$ cat src/rtl/div32.sv
// ============================================================================
//  Module   : div32
//  Purpose  : Sequential restoring shift-subtract unsigned divider. One
//             quotient bit per cycle, MSB first, with divide-by-zero
//             signalling and registered results.
//  Revision : 1.0 - initial release
// ============================================================================
`default_nettype none

module div32 #(
  parameter int WIDTH = 32
) (
  input  logic             clk,
  input  logic             rst_n,
  input  logic             start,
  input  logic [WIDTH-1:0] dividend,
  input  logic [WIDTH-1:0] divisor,
  output logic             busy,
  output logic             done,
  output logic [WIDTH-1:0] quotient,
  output logic [WIDTH-1:0] remainder,
  output logic             div_by_zero
);

  localparam int CW = $clog2(WIDTH);

  typedef enum logic [1:0] {
    IDLE = 2'd0,
    CALC = 2'd1,
    DONE = 2'd2
  } state_t;

  state_t           state_q, state_d;
  // dvd_q shifts the dividend out at the top while quotient bits enter at the bottom
  logic [WIDTH-1:0] dvd_q, dvd_d;
  logic [WIDTH-1:0] dsr_q, dsr_d;
  logic [WIDTH-1:0] rem_q, rem_d;
  logic [CW-1:0]    cnt_q, cnt_d;
  logic [WIDTH-1:0] quot_q, quot_d;
  logic [WIDTH-1:0] remo_q, remo_d;
  logic             dbz_q, dbz_d;

  logic             accept;
  logic [WIDTH:0]   trial;
  logic [WIDTH:0]   sub;
  logic             ge;
  logic [WIDTH-1:0] step_rem;
  logic [WIDTH-1:0] step_dvd;

  // One restoring step. Because the partial remainder is always below the
  // divisor, a set top trial bit already means trial >= divisor, so the
  // subtractor only needs the low WIDTH bits plus a borrow.
  always_comb begin
    trial    = {rem_q, dvd_q[WIDTH-1]};
    sub      = {1'b0, trial[WIDTH-1:0]} - {1'b0, dsr_q};
    ge       = trial[WIDTH] | ~sub[WIDTH];
    step_rem = ge ? sub[WIDTH-1:0] : trial[WIDTH-1:0];
    step_dvd = {dvd_q[WIDTH-2:0], ge};
  end

  assign accept = start && (state_q != CALC);

  // Next-state and datapath updates; an accept overrides the DONE->IDLE return
  always_comb begin
    state_d = state_q;
    dvd_d   = dvd_q;
    dsr_d   = dsr_q;
    rem_d   = rem_q;
    cnt_d   = cnt_q;
    quot_d  = quot_q;
    remo_d  = remo_q;
    dbz_d   = dbz_q;

    case (state_q)
      CALC: begin
        rem_d = step_rem;
        dvd_d = step_dvd;
        if (cnt_q == '0) begin
          state_d = DONE;
          quot_d  = step_dvd;
          remo_d  = step_rem;
        end else begin
          cnt_d = cnt_q - CW'(1);
        end
      end
      DONE:    state_d = IDLE;
      default: state_d = IDLE;
    endcase

    if (accept) begin
      dvd_d = dividend;
      dsr_d = divisor;
      rem_d = '0;
      cnt_d = CW'(WIDTH - 1);
      dbz_d = 1'b0;
      if (divisor == '0) begin
        state_d = DONE;
        quot_d  = '1;
        remo_d  = dividend;
        dbz_d   = 1'b1;
      end else begin
        state_d = CALC;
      end
    end
  end

  // State and datapath registers with asynchronous clear
  always_ff @(posedge clk or negedge rst_n) begin
    if (!rst_n) begin
      state_q <= IDLE;
      dvd_q   <= '0;
      dsr_q   <= '0;
      rem_q   <= '0;
      cnt_q   <= '0;
      quot_q  <= '0;
      remo_q  <= '0;
      dbz_q   <= 1'b0;
    end else begin
      state_q <= state_d;
      dvd_q   <= dvd_d;
      dsr_q   <= dsr_d;
      rem_q   <= rem_d;
      cnt_q   <= cnt_d;
      quot_q  <= quot_d;
      remo_q  <= remo_d;
      dbz_q   <= dbz_d;
    end
  end

  assign busy        = (state_q == CALC);
  assign done        = (state_q == DONE);
  assign quotient    = quot_q;
  assign remainder   = remo_q;
  assign div_by_zero = dbz_q;

endmodule

`default_nettype wire
$ cat config.mk
export PLATFORM = sky130hd
export DESIGN_NAME = div32
export DESIGN_NICKNAME = d
export VERILOG_FILES = /design/src/rtl/div32.sv
export SDC_FILE = /design/constraint.sdc
export NUM_CORES = 1
export LEC_CHECK = 0
export ABC_AREA = 1
export CAP_MARGIN = 10
export CORE_MARGIN = 3
export CORE_UTILIZATION = 56
export CTS_CLUSTER_DIAMETER = 100
export DETAILED_ROUTE_END_ITERATION = 6
export PLACE_DENSITY = 0.81
export SETUP_SLACK_MARGIN = 0.02
export SKIP_LAST_GASP = 1
export SLEW_MARGIN = 0
export SYNTH_ARGS = -nofsm -noshare
export SYNTH_HDL_FRONTEND = slang
export SYNTH_SLANG_ARGS = --single-unit
$ cat constraint.sdc
create_clock -name clk -period 3.1 [get_ports clk]
set_clock_uncertainty 0.15 [all_clocks]
set_input_delay 0.31 -clock clk [delete_from_list [all_inputs] [get_ports clk]]
set_output_delay 0.31 -clock clk [all_outputs]
set_load 0.05 [all_outputs]
==> metrics.md, run 1 <==
| Metric | Value |
|---|---|
| Met1 Track Usage GR | approximately two fifths |
| Antenna Nets Post-Route | 0 |
| Synth area leader | dfrtp_1 |
| Resize count post-CTS | 0 |
| First-pass GRT wire length | 44,300 microns |
| Max Clk Rate | 0.367 GHz |
| Vias in the first global route | between 8,000 and 9,000 |
| Clk Latency, worst-skew pair | 0.44 ns |
| I/O Pins | 134 |
| Synthesized flop and latch total | 168 |
| CTS max path bufs | 2 |
| Via density | 5.27 |
| Mapped Area | 0.00999 sq mm |
| Post-Synth Adder-Cell Area | 4.46% |
| Slew margin rel. | 56.6% |
| Max-cap viol count | 0 |
| Largest net degree at the start of global routing | 71 |
| Main combinational cell family by area after synthesis | simple AND/OR/NAND/NOR gates |
| Core area | 0.0174 sq mm |
| EDFF count, synth | 0 |
| Synth-to-Final Area Change | 21.4% |
| Fin Hold WS | 0.273 ns |
| 1st-iter DRT viols | 826 |
| Crit-path max FO | 13 |
| Initial antenna violation count | 0 |
| Share of the yosys chip area belonging to registers | 42.1% |
| Critical path launch point type | register |
| Drt wl/cell | 15.1 microns |
| Commonest cells in the netlist | 506 x nand2_1, 243 x inv_1, 168 x dfrtp_1 |
| Synthesized area per cell | slightly above 7 sq um |
| Detail Placement HPWL | 20,300 microns |
| Root Driver | clkbuf_16 |
| RR Startpoint | dvd_q[31]$_DFFE_PN0P_ |
| YS warnings | 0 |
| Total number of vias | 9,350 |
| Post-synth net total | 1,520 |
| Routed WL | between 20,000 and 30,000 microns |
| Max-slew violations | 0 |
| Setup bufs post-CTS | 0 |
| GPL Wtd Cong | about 0.91 |
| N_diodes | 0 |
| # setup viols final | 0 |
| Layout cells sized above 1 | 5.16% |
| Met2 Usage GRT | 43.4% |
| Worst r2r path cells | 18 |
| Residual DRC count | 0 |
| Gr ovfl total | 0 |
| R2R setup slack | about 0.38 ns |
| Row cnt | 48 |
| Post-synthesis simple-gate area fraction | 31.5% |
| Synth area leaders | dfrtp_1 42%, nand2_1 19%, inv_1 9.1% |
| CP required | roughly 3.3 ns |
| Cell variety after synth | 34 |
| CP bufs+invs | 4 |
| Post-synthesis cell count | between 1,000 and 1,500 |
| Die span in x | around 140 microns |
| CP Launch Point | dvd_q[31]$_DFFE_PN0P_ |
| Post-route setup TNS | 0 ns |
| Count leader, synth | nand2_1 |
| Yosys top cell area share | a little over two fifths |
| Unrepaired setup endpoints after global routing | no |
| Tmin final | around 2.7 ns |
| Critical Path AT | a little under 3 ns |
| Clock Sinks | 168 |
| Area of the multi-input gates | 0.00462 sq mm |
| Critical R2R Capture | remainder[11]$_DFF_PN0_ |
| Outcome | completed |
| Synth Area in Compound Gates | 8.73% |
| Most frequent CP cell | nand2_1 |
| Die H | about 140 microns |
| Async S/R FF share, synth | 100% |
| CP peak stage delay | 0.40 ns |
| FF/Latch Area | about 0.0042 sq mm |
| Port buffer count | 133 |
| Fill cells | roughly 1,500 |
| CP max stage cell | fa_1 |
| Post-synthesis xor/xnor area fraction | 1.31% |
| Setup crit end kind | register |
| TritonCTS clock tree | yes |
| Nets@finish | 1,638 |
| Top FF cell, synth | dfrtp_1 |
| Tcrit/Tclk final | 87.8% |
| CP top delay family | simple AND/OR/NAND/NOR gates |
| H-tree depth | 4 |
| Total Routing Usage GR | 28.1% |
| Num CTS Buffers | 17 |
| Initial Util | between 50% and 60% |
| Mux cell area share after synthesis | 0% |
| Worst slew pin tran | around 0.65 ns |
| Die area | slightly below 0.02 sq mm |
| GR Layer Usage met3 | 4.09% |
| Final Hold Viols | 0 |
| Worst-path clk slew | 0.08 ns |
| Sequence of cells on the critical path | inv_1 > ha_1 > fa_1 > inv_1 > nand2_1 > nand2_1 > nand3_1 > nand2_2 > nand2_1 > nand2_2 > nand3_2 > nand2_2 > inv_1 > buf_4 > nand2_1 > nand2_1 > nand2_1 > nand2_1 |
| Pre-antenna DRT Iters | 5 |
| Worst setup path class | reg2reg |
| Hold Crit Class | in2async |
| Top Usage Layer GRT | met2 |
metrics by stage:
stage | worst slack (ns) | util [%] | std cells | cell area, sq um
after global placement | 0.358 | 66.4 | 1741 | 11500
after CTS | 0.389 | 69.9 | 1774 | 12100
final | 0.377 | 69.9 | 1774 | 12100
after global routing | 0.110 | 69.9 | 1774 | 12100
after floorplan | 0.813 | - | 1418 | 9990
after detailed placement | 0.318 | 66.4 | 1741 | 11500
worst reg2reg max path, delay by kind of cell (launching register included):
family	cells	cell delay, ns
buf+inv	4	0.62
simple gates	12	0.89
fa+ha+maj	2	0.62
flops	1	0.34
kinds of logic after synthesis:
group                    Yosys count
buffers and inverters            298
flip-flops                       168
AND/OR/NAND/NOR                  755
adder cells (fa/ha/maj)           35
AO/OA/AOI/OAI                    147
XOR/XNOR                          15
registers in the layout, indices dropped and copies added (netlist names):
register,flops
quotient,32
cnt_q,5
dvd_q,32
remainder,32
rem_q,32
state_q,2
div_by_zero,1
dsr_q,32
cells in the final DEF (no fill, tap or decap), drive strengths merged:
master,synthesis,layout
or2,4,4
nand4,5,5
nor3b,1,1
clkinvlp,0,1
inv,245,253
nor4,4,4
nor3,7,7
a21oi,52,52
o221ai,31,31
nand3b,4,4
ha,34,34
and2,2,2
a31oi,1,1
dfrtp,168,168
clkinv,0,5
nand2,514,514
xor2,10,10
buf,26,20
xnor2,5,5
o211ai,5,5
clkdlybuf4s50,0,131
a21o,1,1
nor2,90,90
clkbuf,27,18
nand3,124,124
dlygate4sd3,0,1
o21ai,57,57
fa,1,1
how the worst max path moves through the flow:
stage | end | slack [ns] | cells after the start
after global placement | remainder[1]$_DFF_PN0_ | 0.36 | 11
final | remainder[11]$_DFF_PN0_ | 0.38 | 18
after global routing | rem_q[17]$_DFFE_PN0P_ | 0.11 | 18
after CTS | remainder[11]$_DFF_PN0_ | 0.39 | 18
after detailed placement | remainder[0]$_DFF_PN0_ | 0.32 | 11
after floorplan | rem_q[19]$_DFFE_PN0P_ | 0.81 | 17
per-layer routing:
metal  up-vias  wire (microns)
met3        47            1740
met1      4305           12500
met2       336           12100
met5         -               0
met4         0             606
li1       4662               -
timing repair:
item / CTS / global route
hold buffers: 1 / 0
setup endpoints to repair: 0 / 0
endpoints found under the hold margin: 66 / 0
final cells by class:
cell class                      count  area share, %
Sequential cell                   168           34.7
Tap cell                          225           2.32
Clock buffer                       18           3.62
Timing Repair Buffer              152           12.5
Inverter                          245           7.58
Clock inverter                     14           1.27
Multi-Input combinational cell    952           38.1
Power of run 1 is not shown: default switching activity piles up to over one toggle a cycle in this logic, so the estimate is an artifact.
==> run 2: changes to the inputs <==
--- a/config.mk
+++ b/config.mk
@@ -8,10 +8,9 @@
 export ABC_AREA = 1
 export CAP_MARGIN = 10
 export CORE_MARGIN = 3
-export CORE_UTILIZATION = 56
+export CORE_UTILIZATION = 30
 export CTS_CLUSTER_DIAMETER = 100
 export DETAILED_ROUTE_END_ITERATION = 6
-export PLACE_DENSITY = 0.81
 export SETUP_SLACK_MARGIN = 0.02
 export SKIP_LAST_GASP = 1
 export SLEW_MARGIN = 0
==> run 2 against run 1 <==
Effect of this change: sequential share of layout area decreased by 0.78 points; worst hold slack improved by 0.014 ns; setup slack improved by 0.017 ns; core utilization decreased by 32 points; design area increased by 2.3%; final cell count increased by 12%; critical path type unchanged; largest cell class unchanged; highest routed layer unchanged.
==> metrics.md, run 2 (same netlist as run 1, synthesis figures left out) <==
| Metric | Value |
|---|---|
| Outcome | completed |
| Via density | 4.52 (-14%) |
| CP required | 3.27 ns (about the same) |
| Root Driver | clkbuf_16 |
| R2R setup slack | 0.39 ns (+0.02 ns) |
| CTS max path bufs | 2 (unchanged) |
| Detail Placement HPWL | 22,500 microns (+11%) |
| Critical Path AT | 2.87 ns (-0.03 ns) |
| Max-cap viol count | 0 (unchanged) |
| Area of the multi-input gates | 0.00462 sq mm (unchanged) |
| Worst setup path class | reg2reg |
| Row cnt | 66 (+38%) |
| I/O Pins | 134 (unchanged) |
| RR Startpoint | dvd_q[31]$_DFFE_PN0P_ |
| Tmin final | 2.71 ns (-0.0172 ns) |
| Clock Sinks | 168 (unchanged) |
| FF/Latch Area | 0.00420 sq mm (unchanged) |
| Total Routing Usage GR | 16.4% (-12 points) |
| Total number of vias | 9,008 (-3.7%) |
| N_diodes | 0 (unchanged) |
| Pre-antenna DRT Iters | 5 (unchanged) |
| Setup bufs post-CTS | 0 (unchanged) |
| Critical R2R Capture | rem_q[7]$_DFFE_PN0P_ |
| Port buffer count | 133 (unchanged) |
| Routed WL | 29,200 microns (+8.6%) |
| First-pass GRT wire length | 46,900 microns (+5.9%) |
| Fill cells | 3,497 (+140%) |
| # setup viols final | 0 (unchanged) |
| Core area | 0.0327 sq mm (+88%) |
| Post-route setup TNS | 0 ns (unchanged) |
| Crit-path max FO | 13 (unchanged) |
| Clk Latency, worst-skew pair | 0.43 ns (about the same) |
| Setup crit end kind | register |
| Most frequent cells in the layout | 506 x nand2_1, 243 x inv_1, 168 x dfrtp_1 |
| Worst slew pin tran | 0.683 ns (+0.0326 ns) |
| Die H | 188 microns (+35%) |
| Layout cells sized above 1 | 5.28% (+0.12 points) |
| Final Hold Viols | 0 (unchanged) |
| Drt wl/cell | 14.6 microns (-3.4%) |
| Vias in the first global route | 8,667 (-1.2%) |
| Tcrit/Tclk final | 87.3% (-0.56 points) |
| Worst r2r path cells | 18 (unchanged) |
| Critical path launch point type | register |
| Slew margin rel. | 54.5% (-2.2 points) |
| TritonCTS clock tree | yes |
| Num CTS Buffers | 17 (unchanged) |
| Max Clk Rate | 0.370 GHz (+0.64%) |
| Largest net degree at the start of global routing | 84 (+18%) |
| Residual DRC count | 0 (unchanged) |
| Gr ovfl total | 0 (unchanged) |
| Hold Crit Class | in2async |
| Initial Util | 30.6% (-27 points) |
| Worst-path clk slew | 0.07 ns (about the same) |
| Resize count post-CTS | 0 (unchanged) |
| GPL Wtd Cong | 0.879 (-3.7%) |
| 1st-iter DRT viols | 627 (-24%) |
| Nets@finish | 1,641 (+0.18%) |
| Initial antenna violation count | 0 (unchanged) |
| H-tree depth | 4 (unchanged) |
| Die span in x | 188 microns (+35%) |
| Max-slew violations | 0 (unchanged) |
| Unrepaired setup endpoints after global routing | no |
| Most common cell after layout, fill and taps aside | nand2_1 |
| Antenna Nets Post-Route | 0 (unchanged) |
| Die area | 0.0355 sq mm (+82%) |
| Synth-to-Final Area Change | 24.2% |
==> run 2: what timing repair did <==
action | in CTS | in global routing
endpoints found under the setup margin | 0 | 0
hold buffers | 1 | 0
endpoints found under the hold margin | 63 | 0
==> run 2: layout make-up <==
| type | instances | share of cell area (%) |
|---|---|---|
| clock buffers | 18 | 3.46 |
| clock inverters | 14 | 1.10 |
| inverters | 245 | 7.41 |
| multi-input cells | 952 | 37.2 |
| flip-flops and latches | 168 | 33.9 |
| well taps | 442 | 4.46 |
| repair buffers | 155 | 12.5 |
==> run 2: worst max-delay path by stage <==
stage,from,to,slack [ns],cells after the start
after floorplan,dvd_q[31]$_DFFE_PN0P_,rem_q[19]$_DFFE_PN0P_,0.81,17
after global placement,divisor[27],remainder[31]$_DFF_PN0_,0.39,10
after detailed placement,dvd_q[31]$_DFFE_PN0P_,rem_q[11]$_DFFE_PN0P_,0.38,18
after CTS,dvd_q[31]$_DFFE_PN0P_,rem_q[11]$_DFFE_PN0P_,0.37,18
after global routing,dvd_q[31]$_DFFE_PN0P_,rem_q[7]$_DFFE_PN0P_,0.09,18
final,dvd_q[31]$_DFFE_PN0P_,rem_q[7]$_DFFE_PN0P_,0.39,18
==> run 2: worst max-delay path, cell delays in order, from the launching register on <==
cell	delay, ns
dfrtp_1	0.34
inv_1	0.06
ha_1	0.22
fa_1	0.41
inv_1	0.10
nand2_1	0.05
nand2_1	0.06
nand3_1	0.08
nand2_2	0.12
nand2_1	0.08
nand2_2	0.08
nand3_2	0.07
nand2_2	0.10
inv_1	0.17
buf_4	0.24
nand2_1	0.07
nand2_1	0.07
nand2_1	0.06
nand2_1	0.05
==> run 2: through the flow <==
step	setup WS, ns	std cells	utilization [%]	area (sq um)	hold WS, ns
after CTS	0.367	1994	37.9	12400	0.300
after floorplan	0.813	1418	-	9990	-0.136
after global routing	0.0879	1994	37.9	12400	0.322
final	0.395	1994	37.9	12400	0.288
after global placement	0.388	1961	36.2	11800	0.206
after detailed placement	0.381	1961	36.2	11800	0.214
==> run 2: routing by layer <==
layer  global-route usage (%)  wire length, microns  vias to the layer above
li1                         -                     -                     4655
met1                     24.3                 14800                     4101
met2                     24.3                 12200                      228
met3                     3.52                  1710                       24
met4                     4.38                   482                        0
met5                        0                     0                        -
Power of run 2 is left out for the same reason.
==> run 3: changes to the inputs <==
--- a/config.mk
+++ b/config.mk
@@ -11,6 +11,7 @@
 export CORE_UTILIZATION = 30
 export CTS_CLUSTER_DIAMETER = 100
 export DETAILED_ROUTE_END_ITERATION = 6
+export PLACE_DENSITY = 0.57
 export SETUP_SLACK_MARGIN = 0.02
 export SKIP_LAST_GASP = 1
 export SLEW_MARGIN = 0
==> run 3 against run 2 <==
Effect of this change: register-to-register slack better by 0.03 ns; sequential cell count stayed put; routed wire length is 1.1% higher; die area stayed put; via count is 0.60% lower; first-iteration DRC count is 9.9% lower; worst hold slack better by 0.019 ns; setup slack better by 0.025 ns; non-clock buffer count is 3 lower; critical path depth is 2 lower; largest cell class unchanged; highest routed layer unchanged.
==> metrics.md, run 3 (same netlist as run 1, synthesis figures left out) <==
| Metric | Value |
|---|---|
| Area of the multi-input gates | 0.00462 sq mm (unchanged) |
| Fin worst setup slack | 0.420 ns (+0.0253 ns) |
| Pre-antenna DRT Iters | 7 (+2) |
| Residual DRC count | 0 (unchanged) |
| Row cnt | 66 (unchanged) |
| Worst slew pin tran | 0.668 ns (-0.0147 ns) |
| Core area | 0.0327 sq mm (unchanged) |
| Critical R2R Capture | rem_q[4]$_DFFE_PN0P_ |
| Num CTS Buffers | 17 (unchanged) |
| Total Routing Usage GR | 17.0% (+0.53 points) |
| Die area | 0.0355 sq mm (unchanged) |
| Max-cap viol count | 0 (unchanged) |
| RR Startpoint | dvd_q[31]$_DFFE_PN0P_ |
| Initial antenna violation count | 0 (unchanged) |
| Max Clk Rate | 0.373 GHz (+0.94%) |
| H-tree depth | 4 (unchanged) |
| Worst r2r path cells | 16 (-2) |
| GPL Wtd Cong | 0.903 (+2.8%) |
| TritonCTS clock tree | yes |
| N_diodes | 0 (unchanged) |
| Drt wl/cell | 14.8 microns (+1.3%) |
| Routed WL | 29,500 microns (+1.1%) |
| Crit-path max FO | 36 (+23) |
| Max-slew violations | 0 (unchanged) |
| Via density | 4.50 (-0.45%) |
| Resize count post-CTS | 0 (unchanged) |
| Tmin final | 2.68 ns (-0.0253 ns) |
| Hold Crit Class | in2async |
| Detail Placement HPWL | 22,700 microns (+1.0%) |
| Critical Path AT | 2.83 ns (-0.04 ns) |
| Layout cells sized above 1 | 5.16% (-0.12 points) |
| Fin Hold WS | 0.307 ns (+0.0188 ns) |
| Worst setup path class | reg2reg |
| CTS max path bufs | 2 (unchanged) |
| CP Launch Point | dvd_q[31]$_DFFE_PN0P_ |
| Pre-CTS setup slack | 0.272 ns (-0.109 ns) |
| I/O Pins | 134 (unchanged) |
| Synth-to-Final Area Change | 24.5% |
| # setup viols final | 0 (unchanged) |
| Clock Sinks | 168 (unchanged) |
| 1st-iter DRT viols | 565 (-9.9%) |
| Unrepaired setup endpoints after global routing | no |
| Root Driver | clkbuf_16 |
| Tcrit/Tclk final | 86.5% (-0.81 points) |
| Vias in the first global route | 8,830 (+1.9%) |
| Outcome | completed |
| Slew margin rel. | 55.4% (+0.98 points) |
| Final Hold Viols | 0 (unchanged) |
| First-pass GRT wire length | 48,200 microns (+2.8%) |
| Fill cells | 3,496 (-0.029%) |
| R2R setup slack | 0.42 ns (+0.03 ns) |
| Largest net degree at the start of global routing | 83 (-1.2%) |
| Die H | 188 microns (unchanged) |
| Most frequent cells in the layout | 506 x nand2_1, 243 x inv_1, 168 x dfrtp_1 |
| CP required | 3.25 ns (-0.02 ns) |
| Setup bufs post-CTS | 0 (unchanged) |
| Most common cell after layout, fill and taps aside | nand2_1 |
| Initial Util | 30.6% (unchanged) |
| Antenna Nets Post-Route | 0 (unchanged) |
| Port buffer count | 133 (unchanged) |
| Gr ovfl total | 0 (unchanged) |
| Post-route setup TNS | 0 ns (unchanged) |
| FF/Latch Area | 0.00420 sq mm (unchanged) |
| Die span in x | 188 microns (unchanged) |
| Setup crit end kind | register |
| Critical path launch point type | register |
| Worst-path clk slew | 0.06 ns (about the same) |
| Total number of vias | 8,954 (-0.60%) |
| Nets@finish | 1,638 (-0.18%) |
| Clk Latency, worst-skew pair | 0.44 ns (about the same) |
-- run 3: cell types whose count changed in the layout (fill, tap and decap cells not counted), sizes merged --
cell      delta
buf          -3
bufinv       +1
clkbuf       +2
clkinv       -1
clkinvlp     +2
inv          -4
-- run 3: repair_timing --
| action | 4_1_cts | 5_1_grt |
|---|---|---|
| hold buffers | 1 | 0 |
| setup endpoints to repair | 0 | 0 |
| hold endpoints to repair | 62 | 0 |
-- run 3: metal layers --
layer  track usage [%]  routed length (microns)  vias up
met5                 0                        0        -
met3              3.44                     1360       22
met1              25.1                    15300     4083
li1                  -                        -     4650
met4              3.87                      306        0
met2              25.5                    12600      199
-- run 3: metrics by stage --
step,util [%],cells,instance area [sq um]
final,38.0,1991,12400
after global routing,38.0,1991,12400
after CTS,38.0,1991,12400
after detailed placement,36.1,1958,11800
after global placement,36.1,1958,11800
after floorplan,-,1418,9990
-- run 3: worst max-delay path by stage --
| stage | end | slack [ns] | cells past startpoint |
|---|---|---|---|
| 6_report | rem_q[4]$_DFFE_PN0P_ | 0.42 | 16 |
| 5_1_grt | rem_q[3]$_DFFE_PN0P_ | 0.13 | 16 |
| 4_1_cts | rem_q[3]$_DFFE_PN0P_ | 0.40 | 16 |
| 3_5_place_dp | remainder[12]$_DFF_PN0_ | 0.27 | 11 |
| 3_3_place_gp | remainder[12]$_DFF_PN0_ | 0.27 | 11 |
| 2_1_floorplan | rem_q[19]$_DFFE_PN0P_ | 0.81 | 17 |
-- run 3: final cells by class --
cell class                      count  share of cell area [%]
Clock buffer                       20                    3.75
Clock inverter                     12                    1.12
Inverter                          245                    7.40
Multi-Input combinational cell    952                    37.1
Sequential cell                   168                    33.8
Tap cell                          442                    4.45
Timing Repair Buffer              152                    12.4
-- run 3: worst max-delay path: stages (launching register included) --
cell and delay [ns]:
dfrtp_1 0.34, inv_1 0.06, ha_1 0.22, fa_1 0.40, inv_1 0.09, nand2_1 0.05
nand2_1 0.07, nand3_1 0.08, nand2_2 0.12, nand2_1 0.07, nand2_2 0.08, nand3_2 0.07
nand2_2 0.08, buf_4 0.33, nand2_1 0.10, o21ai_0 0.11, o21ai_0 0.10
Power of run 3 is left out for the same reason.
==> edit 1, RTL diff (flow settings as in run 1) <==
Encoding of `state_t`: now one-hot (3 bits for 3 states).
--- a/src/rtl/div32.sv
+++ b/src/rtl/div32.sv
@@ -25,8 +25,8 @@
   localparam int CW = $clog2(WIDTH);
 
-  typedef enum logic [1:0] {
-    IDLE = 2'd0,
-    CALC = 2'd1,
-    DONE = 2'd2
+  typedef enum logic [2:0] {
+    IDLE = 3'b001,
+    CALC = 3'b010,
+    DONE = 3'b100
   } state_t;
 
Check against the original RTL: same outputs for any inputs over 10 cycles, from zero or initial values and one cycle with rst_n low; not proved beyond that.
==> edit 1 against run 1 <==
Count of clock-buffer cells in the layout down 1. Die area grew 0.72%. Wire length increased by 1.8%. Non-clock buffer count increased by 2. Final area is 0.98% higher. Fmax decreased by 4.9%. Core utilization up 0.44 points. Worst setup slack worse by 0.14 ns. Area after synthesis increased by 0.75%. Worst hold slack gained 0.049 ns. Sequential cell count rose by 1.
==> edit 1: results (changes against run 1) <==
{
  "nets": {"value": 1643, "change": "+0.31%"},
  "final_layout_size_suffix_gt1_share": {"value": 5.087, "unit": "%", "change": "-0.078 points"},
  "grt_start_max_net_pins": {"value": 83, "change": "+17%"},
  "met3_usage": {"value": 4.268, "unit": "%", "change": "+0.18 points"},
  "synth-seq-cells": {"value": 169, "change": "+0.60%"},
  "detailed_route_wirelength_on_metal3": {"value": 2167, "unit": "um", "change": "+25%"},
  "yosysSeqAreaShare": {"value": 42.03, "unit": "%", "change": "-0.053 points"},
  "min-delay-path-class": "in -> reg",
  "area_growth_pct": 21.65,
  "timing.critical_path.fanout_max": {"value": 15, "change": "+2"},
  "routabilityCongestion": {"value": 0.9446, "change": "+3.6%"},
  "status": "finished, final reports clean",
  "multi_input_area_share": {"value": 37.96, "unit": "%", "change": "-0.10 points"},
  "grt_use_total": {"value": 28.15, "unit": "%", "change": "+0.066 points"},
  "number_of_fillers_in_the_final_layout": {"value": 1457, "change": "-0.82%"},
  "area_share_clock_buf_inv": {"value": 4.986, "unit": "%", "change": "+0.096 points"},
  "clockBufferCount": {"value": 17, "change": "-1"},
  "pre_cts_ws": {"value": 0.3223, "unit": "ns", "change": "+0.004211 ns"},
  "seq-cell-share": {"value": 34.55, "unit": "%", "change": "-0.12 points"},
  "synth_cell_types": {"value": 37, "change": "+8.8%"},
  "crit_path_max_incr_delay": {"value": 0.42, "unit": "ns", "change": "+0.02 ns"},
  "non_clock_inverter_count": {"value": 249, "change": "+1.6%"},
  "synthesis.nets": {"value": 1524, "change": "+0.26%"},
  "dpl-instance-area": {"value": 11620, "unit": "um2", "change": "+0.88%"},
  "met2RoutedLength": {"value": 12360, "unit": "um", "change": "+2.6%"},
  "num-nonclk-buffers": {"value": 154, "change": "+1.3%"},
  "grt_pass1_vias": {"value": 9060, "change": "+3.3%"},
  "finalWirelength": {"value": 27350, "unit": "um", "change": "+1.8%"},
  "use_met2": {"value": 44.42, "unit": "%", "change": "+1.0 points"},
  "power_frac_seq_pct": 25.9,
  "drt_iter0_drc": {"value": 768, "change": "-7.0%"},
  "route.layer.met1.wl": {"value": 12140, "unit": "um", "change": "-2.6%"},
  "synth.top_cells.by_area": "dfrtp_1 (42%), nand2_1 (18%), inv_1 (9.1%)",
  "dr_total_vias": {"value": 9522, "change": "+1.8%"}
}
## edit 1: path summary, 6_finish.rpt
path,startpoint,cells past startpoint,end,slack (ns)
max,dvd_q[31]$_DFFE_PN0N_,17,remainder[11]$_DFF_PN0_,0.24
min,divisor[22],3,dsr_q[22]$_DFFE_PN0P_,0.32
max reg2reg,dvd_q[31]$_DFFE_PN0N_,17,remainder[11]$_DFF_PN0_,0.24
min reg2reg,dsr_q[0]$_DFFE_PN0P_,2,dsr_q[0]$_DFFE_PN0P_,0.34
max in group asynchronous,rst_n,3,rem_q[23]$_DFFE_PN0N_,1.65
min in group asynchronous,rst_n,2,remainder[8]$_DFF_PN0_,0.36
## edit 1: stage by stage
step	cells	hold WS (ns)	total power [uW]
floorplan	1422	-0.1356	8034
global placement	1746	0.2652	9428
detailed placement	1746	0.2675	9615
CTS	1778	0.3140	11930
global route	1778	0.3312	13060
finish	1778	0.3229	11990
## edit 1: worst min-delay path: stages
cell and delay, ns:
clkdlybuf4s50_1 0.41, nand2_1 0.07, o21ai_0 0.07
==> edit 2, RTL diff (config.mk and constraints of run 1) <==
Without the edit above. The parameter `WIDTH` goes from 32 to 64.
--- a/src/rtl/div32.sv
+++ b/src/rtl/div32.sv
@@ -9,5 +9,5 @@
 
 module div32 #(
-  parameter int WIDTH = 32
+  parameter int WIDTH = 64
 ) (
   input  logic             clk,
Interface: changed (resized dividend, divisor, quotient and remainder); port bits go from 134 to 262. The function was not compared with the original's and may differ.
==> edit 2 against run 1 <==
Sequential cell count rose by 161. Final area up 110%. Worst setup slack worse by 0.24 ns. Area after synthesis increased by 100%. Wire length grew to 2.7 times the old value.
Power is left out: the tool's default activity adds up to more than one toggle a clock period on the data nets, which glitch-free logic cannot reach.
==> edit 2: results (changes against run 1) <==
{
  "timing.critical_path.fanout_max": {"value": 21, "change": "+8"},
  "dpl-instance-area": {"value": 23740, "unit": "um2", "change": "+110%"},
  "grt_pass1_wl": {"value": 112100, "unit": "um", "change": "+150%"},
  "syn-mean-instance-area": {"value": 6.845, "unit": "um2", "change": "-2.9%"},
  "antenna_found_initial": {"value": 1, "change": "+1"},
  "routabilityCongestion": {"value": 0.9856, "change": "+8.1%"},
  "synth.cells.most_frequent": "nand2_1 (1043), inv_1 (522), dfrtp_1 (329)",
  "setup.reg_to_reg.worst_slack": {"value": 0.14, "unit": "ns", "change": "-0.24 ns"},
  "holdWs": {"value": 0.1938, "unit": "ns", "change": "-0.07970 ns"},
  "min-delay-path-class": "in -> reg",
  "crit_path_max_incr_delay": {"value": 0.47, "unit": "ns", "change": "+0.07 ns"},
  "synth.top_cells.by_area": "dfrtp_1 (41%), nand2_1 (20%), inv_1 (9.8%)",
  "htree_num_levels": {"value": 2, "change": "-2"},
  "clock_tree_buffer_depth": {"value": 3, "change": "+1"},
  "synth_cell_types": {"value": 37, "change": "+8.8%"},
  "ff_to_ff_start": "rem_q[44]$_DFFE_PN0P_",
  "post_drt_wl_per_cell": {"value": 19.56, "unit": "um", "change": "+29%"},
  "yosysSeqAreaShare": {"value": 41.02, "unit": "%", "change": "-1.1 points"},
  "critical-path-slowest-cell": "dfrtp_1",
  "met3_usage": {"value": 10.23, "unit": "%", "change": "+6.1 points"},
  "clock_insertion_delay_worst_skew": {"value": 0.57, "unit": "ns", "change": "+0.13 ns"},
  "synthesis.nets": {"value": 3130, "change": "+110%"},
  "pre_cts_ws": {"value": -0.2070, "unit": "ns", "change": "-0.5251 ns"},
  "critical_path.reg2reg.endpoint": "rem_q[16]$_DFFE_PN0P_",
  "status": "finished, final reports clean",
  "route.layer.met1.wl": {"value": 31070, "unit": "um", "change": "+150%"},
  "place.detailed.hpwl": {"value": 56160, "unit": "um", "change": "+180%"},
  "clk_pin_slew_worst_paths": {"value": 0.06, "unit": "ns", "change": "-0.02 ns"},
  "nets": {"value": 3431, "change": "+110%"},
  "timing_worst_slew_pin_value": {"value": 0.8720, "unit": "ns", "change": "+0.2214 ns"},
  "finalNonFillerCells": {"value": 3714, "change": "+110%"},
  "place.port_buffers": {"value": 261, "change": "+96%"}
}
-- edit 2: repair_timing --
| action | 4_1_cts | 5_1_grt |
|---|---|---|
| resized for setup | 2 | 24 |
| setup buffers | 0 | 1 |
| pin swaps | 0 | 3 |
| endpoints found under the hold margin | 81 | 0 |
| hold buffers | 1 | 0 |
| setup endpoints to repair | 9 | 123 |
-- edit 2: cell type report --
type	instances	area, um2
clock buffers	51	1037
flip-flops and latches	329	8234
fillers	2838	9950
clock inverters	13	136.4
multi-input cells	1966	9488
well taps	455	569.3
repair buffers	367	3551
inverters	533	2003
-- edit 2: logic make-up (layout without fill, tap and decap cells) --
kind of cell	after synthesis	count (layout)	synth area share [%]
AND/OR/NAND/NOR	1489	1489	30.02
AO/OA/AOI/OAI	379	379	11.10
buffers and inverters	637	964	12.29
adder cells (fa/ha/maj)	67	67	4.214
flip-flops	329	329	41.02
XOR/XNOR	31	31	1.353
